<file path="src/rtl/exe_mem_pipe_reg_pkg.sv">
// Shared definitions for the pipeline stage registers: handshake state
// encoding, default field widths and the payload width helper.
package exe_mem_pipe_reg_pkg;

    typedef enum logic [1:0] {
        ST_EMPTY = 2'd0,
        ST_FULL  = 2'd1,
        ST_SKID  = 2'd2
    } pipe_state_t;

    localparam int DEF_DATA_W = 32;
    localparam int DEF_DEST_W = 4;

    // Control flags, data-wide fields and the destination index, packed flat.
    function automatic int payload_w(input int ctrl_bits, input int data_w,
                                     input int data_fields, input int dest_w);
        return ctrl_bits + data_fields * data_w + dest_w;
    endfunction

endpackage

</file>
<file path="src/rtl/pipe_skid_buf.sv">
// Generic valid/ready stage register with optional skid entry and flush.
// Accepted payload appears one cycle later; SKID=1 gives a registered ready.
module pipe_skid_buf
    import exe_mem_pipe_reg_pkg::*;
#(
    parameter int W    = 8,
    parameter bit SKID = 1'b1
) (
    input  logic         clk,
    input  logic         rst,
    input  logic         flush,
    input  logic         in_valid,
    output logic         in_ready,
    input  logic [W-1:0] in_data,
    output logic         out_valid,
    input  logic         out_ready,
    output logic [W-1:0] out_data,
    output logic [1:0]   occupancy
);

    pipe_state_t  r_state;
    pipe_state_t  w_state_nxt;
    logic [W-1:0] r_main;
    logic [W-1:0] r_skid;
    logic         r_in_rdy;
    logic         w_acc;
    logic         w_iss;
    logic         w_ld_main;
    logic         w_ld_skid;
    logic         w_main_from_skid;

    assign out_valid = (r_state != ST_EMPTY);
    assign out_data  = r_main;
    // Without a skid slot a full register can only take data if it drains now.
    assign in_ready  = SKID ? r_in_rdy : (!out_valid || out_ready);
    assign w_acc     = in_valid && in_ready && !flush;
    assign w_iss     = out_valid && out_ready;

    always_comb begin
        w_state_nxt      = r_state;
        w_ld_main        = 1'b0;
        w_ld_skid        = 1'b0;
        w_main_from_skid = 1'b0;
        case (r_state)
            ST_EMPTY: begin
                if (w_acc) begin
                    w_state_nxt = ST_FULL;
                    w_ld_main   = 1'b1;
                end
            end
            ST_FULL: begin
                if (w_acc && w_iss) begin
                    w_ld_main = 1'b1;
                end else if (w_acc) begin
                    w_state_nxt = ST_SKID;
                    w_ld_skid   = 1'b1;
                end else if (w_iss) begin
                    w_state_nxt = ST_EMPTY;
                end
            end
            ST_SKID: begin
                if (w_iss) begin
                    w_state_nxt      = ST_FULL;
                    w_main_from_skid = 1'b1;
                end
            end
            default: w_state_nxt = ST_EMPTY;
        endcase
        // Squash wins; the main register keeps its last contents.
        if (flush) begin
            w_state_nxt      = ST_EMPTY;
            w_main_from_skid = 1'b0;
        end
    end

    always_ff @(posedge clk) begin
        if (rst) begin
            r_state  <= ST_EMPTY;
            r_main   <= '0;
            r_skid   <= '0;
            r_in_rdy <= 1'b1;
        end else begin
            r_state  <= w_state_nxt;
            r_in_rdy <= (w_state_nxt != ST_SKID);
            if (w_ld_main) begin
                r_main <= in_data;
            end else if (w_main_from_skid) begin
                r_main <= r_skid;
            end
            if (w_ld_skid) begin
                r_skid <= in_data;
            end
        end
    end

    always_comb begin
        case (r_state)
            ST_FULL: occupancy = 2'd1;
            ST_SKID: occupancy = 2'd2;
            default: occupancy = 2'd0;
        endcase
    end

endmodule

</file>
<file path="src/rtl/exe_mem_pipe_reg.sv">
// EXE->MEM pipeline register: packs EXE results into a skid-buffered stage
// and presents inert control bits to MEM whenever no entry is valid.
module exe_mem_pipe_reg
    import exe_mem_pipe_reg_pkg::*;
#(
    parameter int DATA_W = DEF_DATA_W,
    parameter int DEST_W = DEF_DEST_W,
    parameter bit SKID   = 1'b1
) (
    input  logic              clk,
    input  logic              rst,
    input  logic              flush,
    input  logic              in_valid,
    output logic              in_ready,
    input  logic              wb_en_in,
    input  logic              mem_r_en_in,
    input  logic              mem_w_en_in,
    input  logic [DATA_W-1:0] alu_result_in,
    input  logic [DATA_W-1:0] st_val_in,
    input  logic [DEST_W-1:0] dest_in,
    output logic              out_valid,
    input  logic              out_ready,
    output logic              wb_en,
    output logic              mem_r_en,
    output logic              mem_w_en,
    output logic [DATA_W-1:0] alu_result,
    output logic [DATA_W-1:0] st_val,
    output logic [DEST_W-1:0] dest,
    output logic [1:0]        occupancy
);

    localparam int PW = payload_w(3, DATA_W, 2, DEST_W);

    logic [PW-1:0] w_in_pld;
    logic [PW-1:0] w_out_pld;
    logic          w_wb_en;
    logic          w_mem_r_en;
    logic          w_mem_w_en;

    assign w_in_pld = {wb_en_in, mem_r_en_in, mem_w_en_in,
                       alu_result_in, st_val_in, dest_in};

    pipe_skid_buf #(
        .W    (PW),
        .SKID (SKID)
    ) u_buf (
        .clk       (clk),
        .rst       (rst),
        .flush     (flush),
        .in_valid  (in_valid),
        .in_ready  (in_ready),
        .in_data   (w_in_pld),
        .out_valid (out_valid),
        .out_ready (out_ready),
        .out_data  (w_out_pld),
        .occupancy (occupancy)
    );

    assign {w_wb_en, w_mem_r_en, w_mem_w_en, alu_result, st_val, dest} = w_out_pld;

    // A bubble must never write the register file or touch memory.
    assign wb_en    = w_wb_en    && out_valid;
    assign mem_r_en = w_mem_r_en && out_valid;
    assign mem_w_en = w_mem_w_en && out_valid;

endmodule

</file>
<file path="config.mk">
export PLATFORM = sky130hd
export DESIGN_NAME = exe_mem_pipe_reg
export DESIGN_NICKNAME = d
export VERILOG_FILES = /design/src/rtl/exe_mem_pipe_reg_pkg.sv /design/src/rtl/pipe_skid_buf.sv /design/src/rtl/exe_mem_pipe_reg.sv
export SDC_FILE = /design/constraint.sdc
export NUM_CORES = 1
export LEC_CHECK = 0
export ABC_CLOCK_PERIOD_IN_PS = 1800
export BUFFER_PORTS_ARGS = -buffer_cell sky130_fd_sc_hd__buf_4
export CORE_ASPECT_RATIO = 0.7
export CORE_MARGIN = 2
export CORE_UTILIZATION = 35
export CTS_CLUSTER_SIZE = 30
export DETAILED_ROUTE_END_ITERATION = 6
export PLACE_DENSITY = 0.61
export SLEW_MARGIN = 40
export SYNTH_ARGS = -nofsm -noshare
export SYNTH_HDL_FRONTEND = slang
export SYNTH_HIERARCHICAL = 1
export SYNTH_SLANG_ARGS = --single-unit
</file>
<file path="constraint.sdc">
create_clock -name clk -period 1.8 [get_ports clk]
set_input_delay 0.36 -clock clk [delete_from_list [all_inputs] [get_ports clk]]
set_output_delay 0.36 -clock clk [all_outputs]
set_load 0.05 [all_outputs]
</file>
* After elaboration in Yosys (flattened, before gate mapping)
Cells that the tools add are included.
** Word-level totals
- Bits of input ports :: 76
- Register bits :: 145
** Cells by class
- Multiplexer cells :: 18
- Reduce and logical (&&, ||, !) cells :: 11
- Eq/ne operators :: 3
** Operators by type and width (count)
- 71-bit two-way mux :: 2
- 2-bit two-way mux :: 6
- 1-bit logical AND :: 7
- 1-bit two-way mux :: 7
- 2-bit case mux with 3 select lines :: 1
- 2-bit case mux with 2 select lines :: 1
- 2-bit nonzero test :: 2
- 2-bit by 1-bit equality test with 1-bit output (second input constant) :: 1
- 2-bit equality test (second input constant) :: 1
- 2-bit zero test :: 1
- 2-bit inequality test (second input constant) :: 1
- 1-bit case mux with 2 select lines :: 1
- 1-bit zero test :: 1

* Depth between registers and ports, before layout
- Word-level depth :: 8
- Depth in mapped cells :: 7
- Mapped depth without buffers :: 4

* Modules after synthesis
Netlist, hierarchy kept.
** Modules (own cells, without submodules)
- pipe_skid_buf :: area an instance 6090.8 µm², cells each 725, instances 1, seq. area each 2902.8 µm²
- exe_mem_pipe_reg :: area an instance 18.8 µm², cells each 3, instances 1, seq. area each 0.0 µm²

* Worst setup path after synthesis
No wires, ideal clock.
- Path type :: reg-to-reg
- Start point :: register u_buf.r_in_rdy, in the netlist u_buf/in_ready
- End point :: register u_buf.r_main[27], in the netlist u_buf/out_data[27]
- Library setup time :: 147 ps
- Cell stages (with the launch flop) :: 8
- Required time :: 1653 ps
- Setup slack :: -219 ps
- Buffers on the path :: 3
- Arrival :: 1872 ps
- Path through :: dfxtp_1 -> nand2_1 -> or4_1 -> buf_2 -> buf_6 -> buf_2 -> nor2_1 -> a311oi_2
** Between the ends
- Longest elaborated chain between the ends :: 6
** RTL lines
- from (decl) :: RTL line pipe_skid_buf.sv:25 : logic r_in_rdy;
- from (signal assigned) :: RTL line pipe_skid_buf.sv:84 : r_in_rdy <= (w_state_nxt != ST_SKID);
- 1-bit logical AND * (2 in a row) :: RTL line pipe_skid_buf.sv:36 : assign w_acc = in_valid && in_ready && !flush;
- 1-bit logical AND :: RTL line pipe_skid_buf.sv:52 : if (w_acc && w_iss) begin
- 1-bit two-way mux :: RTL line pipe_skid_buf.sv:52
- 1-bit case mux with 2 select lines * :: RTL line pipe_skid_buf.sv:44 : case (r_state)
- 71-bit two-way mux / 2-bit nonzero test (equally long branches)
- to (signal assigned) :: RTL line pipe_skid_buf.sv:86 : r_main <= in_data;
- to (signal assigned) :: RTL line pipe_skid_buf.sv:88 : r_main <= r_skid;
- to (decl) :: RTL line pipe_skid_buf.sv:23 : logic [W-1:0] r_main;
Every way passes the cells marked *; elsewhere a longest branch is shown, timed or not.
A chain may end at the register's enable or synchronous reset.

* Worst setup path in the final report
- Start point :: register u_buf.r_state[1]
- End point :: output port mem_r_en
** Between the ends
- Longest elaborated chain between the ends :: 2
** RTL lines
- from (decl) :: RTL line pipe_skid_buf.sv:21 : pipe_state_t r_state;
- from (signal assigned) :: RTL line pipe_skid_buf.sv:83 : r_state <= w_state_nxt;
- 2-bit nonzero test :: RTL line pipe_skid_buf.sv:32 : assign out_valid = (r_state != ST_EMPTY);
- 1-bit logical AND :: RTL line exe_mem_pipe_reg.sv:63 : assign mem_r_en = w_mem_r_en && out_valid;
- to (decl) :: RTL line exe_mem_pipe_reg.sv:24 : output logic mem_r_en,
No other way between the ends.

==> flow_summary.ini <==
[outcome]
status = complete, no violations

[drt]
antenna_left = 0
vias = 5370
drc = 0
drt-initial-drc-count = 316
firstDrtPassIters = 4
drt_wl_total_um = 16210
via_per_inst = 4.864
routedWlPerCell_um = 14.68

[synth]
synthDistinctLibCells = 23
seq_area_frac_synth_pct = 47.51
synth_area_per_cell_um2 = 8.392
netlist_area_um2 = 6110
synth-seq-cells = 145
yosysWarnings = 6
syn-num-nets = 804
synth_cells = 728

[clock_tree]
clk_latency_ns = 0.41
numCtsBuffers = 17
cts.path.max_buffers = 2
cts_tree = done
clkSinkCount = 145
htreeDepth = 4
clkTransAtPathRegs_ns = 0.06
root_buffer = clkbuf_16
hold_buffers = 0

[setup_path]
cp-start-kind = flip-flop
required_ns = 1.44
cp.arrival_ns = 1.41
cp-end-kind = output port
path_max_fanout = 4
path_class = flip-flop to output port

[power_and_ir_drop]
leakage_nw = 3.098
power.total_mw = 8.703
powerDensity_nw_per_um2 = 1047
ir_drop_v = 0.0004753

[timing]
max_slew_margin_pct = 69.75
finalCritPeriodShare_pct = 98.41
setup_slack_ns = 0.02856
min_period_ns = 1.771
rsz0062_at_grt = true
tightest_slew_ns = 0.4538
setup-violations-final = 0
clock_skew_ns = 0.007621
finalHoldViolCount = 0
final_max_slew_viol_count = 0
fin_setup_tns_ns = 0
fmax_mhz = 564.5

[die]
rows = 40
die_w_um = 161.9
core_area_um2 = 17120
die_area_um2 = 18550
pin_count = 151
die_h_um = 114.5
initial_core_util_pct = 35.69

[placed_design]
hpwl_um = 10420
place.gp.congestion = 0.7410
placed_cells = 1069
preCtsSetupSlack_ns = -0.07733
io_buffers = 150

[global_routing]
grt_pass1_wl_um = 26670
grt_use_total_pct = 18.01
met3_usage_pct = 5.071
grt_pass1_vias = 5167
antenna_found_initial = 0
grt-ovfl-total = 0
grtUsageMet2_pct = 26.78
grt_max_degree = 61
grt.busiest_layer = met2
grt_use_met1_pct = 25.58

[run]
drv_cap = 0

[final_layout]
final_nets = 936
nFillCells = 1687
antenna_cells = 0
area_growth_pct = 36.06
stdcell_count = 1104
drive_gt1_share_pct = 33.68

[hold_path]
hold_path.class = input port to flip-flop
[worst paths after layout]
check                                start  slack [ns]                         endpoint  cells after the start
max            u_buf/r_state[1]$_SDFF_PP0_        0.03                         mem_r_en                      4
min                      alu_result_in[23]        0.20    u_buf/r_skid[59]$_SDFFE_PP0P_                      3
min reg2reg  u_buf/r_skid[53]$_SDFFE_PP0P_        0.45    u_buf/r_skid[53]$_SDFFE_PP0P_                      2
max reg2reg    u_buf/r_state[1]$_SDFF_PP0_        0.07  u_buf/out_data[62]$_SDFFE_PP0P_                      5
[power by group]
group	switching, mW	leakage [nW]	total, mW	internal (mW)
logic	0.762	1.58	1.20	0.443
clock network	1.41	0.333	4.08	2.68
registers	0.0768	1.18	3.41	3.34
[flip-flops by register name, summed over array words and instances, names as in the netlist]
register        flops
u_buf/out_data     71
u_buf/r_skid       71
u_buf/r_state       2
u_buf/in_ready      1
[routing by layer]
| layer | share of wire (%) | wire length (µm) |
|---|---|---|
| met1 | 51 | 8288 |
| met2 | 42 | 6783 |
| met3 | 5.8 | 942 |
| met4 | 1.2 | 198 |
| met5 | 0 | 0 |
[stage by stage]
step	utilization [%]	hold slack, ns	instance area (µm²)
floorplan	-	0.4366	6118
global placement	44.21	0.4418	7567
detailed placement	44.21	0.4469	7567
CTS	48.48	0.1842	8298
global route	48.57	0.1912	8313
finish	48.57	0.1970	8313
[kinds of logic after synthesis]
family / share of synthesized area (%)
buffers and inverters: 5.120
DFF: 47.51
and+or+nand+nor: 23.67
muxes: 0.1638
AOI/OAI and AO/OA: 23.53
[cell type report]
class / instances / area (µm²) / area share, %
Clock inverter: 13 / 232.7 / 2.800
Sequential cell: 145 / 2909 / 34.99
Tap cell: 231 / 289.0 / 3.477
Inverter: 1 / 3.754 / 0.04515
Clock buffer: 19 / 452.9 / 5.449
Timing Repair Buffer: 177 / 1493 / 17.96
Multi-Input combinational cell: 518 / 2933 / 35.28
[cells in the mapped netlist (all sizes together)]
master,number,area share [%]
a21oi,71,5.8
a311oi,71,17
a31oi,1,0.10
and2,3,0.31
buf,15,2.0
clkbuf,49,3.0
dfxtp,145,48
inv,1,0.061
mux2i,1,0.16
nand2,286,18
nand2b,1,0.10
nor2,71,4.4
nor2b,3,0.31
nor3,2,0.25
nor4,1,0.20
o21a,1,0.12
o22a,1,0.14
or2,1,0.10
or3,1,0.10
or4,3,0.37
[repair_timing]
item / in CTS / in global routing
cloned: 0 / 0
endpoints found under the setup margin: 4 / 82
setup buffers: 2 / 1
endpoints found under the hold margin: 0 / 0
gates resized for setup: 10 / 3
pin swaps: 2 / 2
[cell usage in the layout, fill, tap and decap left out, types with 2 or more instances in the layout]
| cell type | netlist | routed |
|---|---|---|
| a21oi_1 | 71 | 71 |
| a311oi_2 | 70 | 70 |
| and2_4 | 0 | 3 |
| buf_12 | 0 | 11 |
| buf_4 | 0 | 160 |
| buf_6 | 8 | 5 |
| bufinv_16 | 0 | 6 |
| clkbuf_16 | 0 | 17 |
| clkbuf_8 | 0 | 2 |
| clkinv_2 | 0 | 2 |
| clkinv_4 | 0 | 4 |
| dfxtp_1 | 145 | 142 |
| dfxtp_2 | 0 | 2 |
| nand2_1 | 286 | 286 |
| nor2_1 | 71 | 70 |
| nor2b_2 | 0 | 2 |
[worst max-delay path: stages, from the launching register on]
cell     delay (ns)
dfxtp_2        0.33
buf_6          0.11
or2_4          0.26
and2_4         0.15
buf_6          0.14
(Power assumes the default switching activity.)
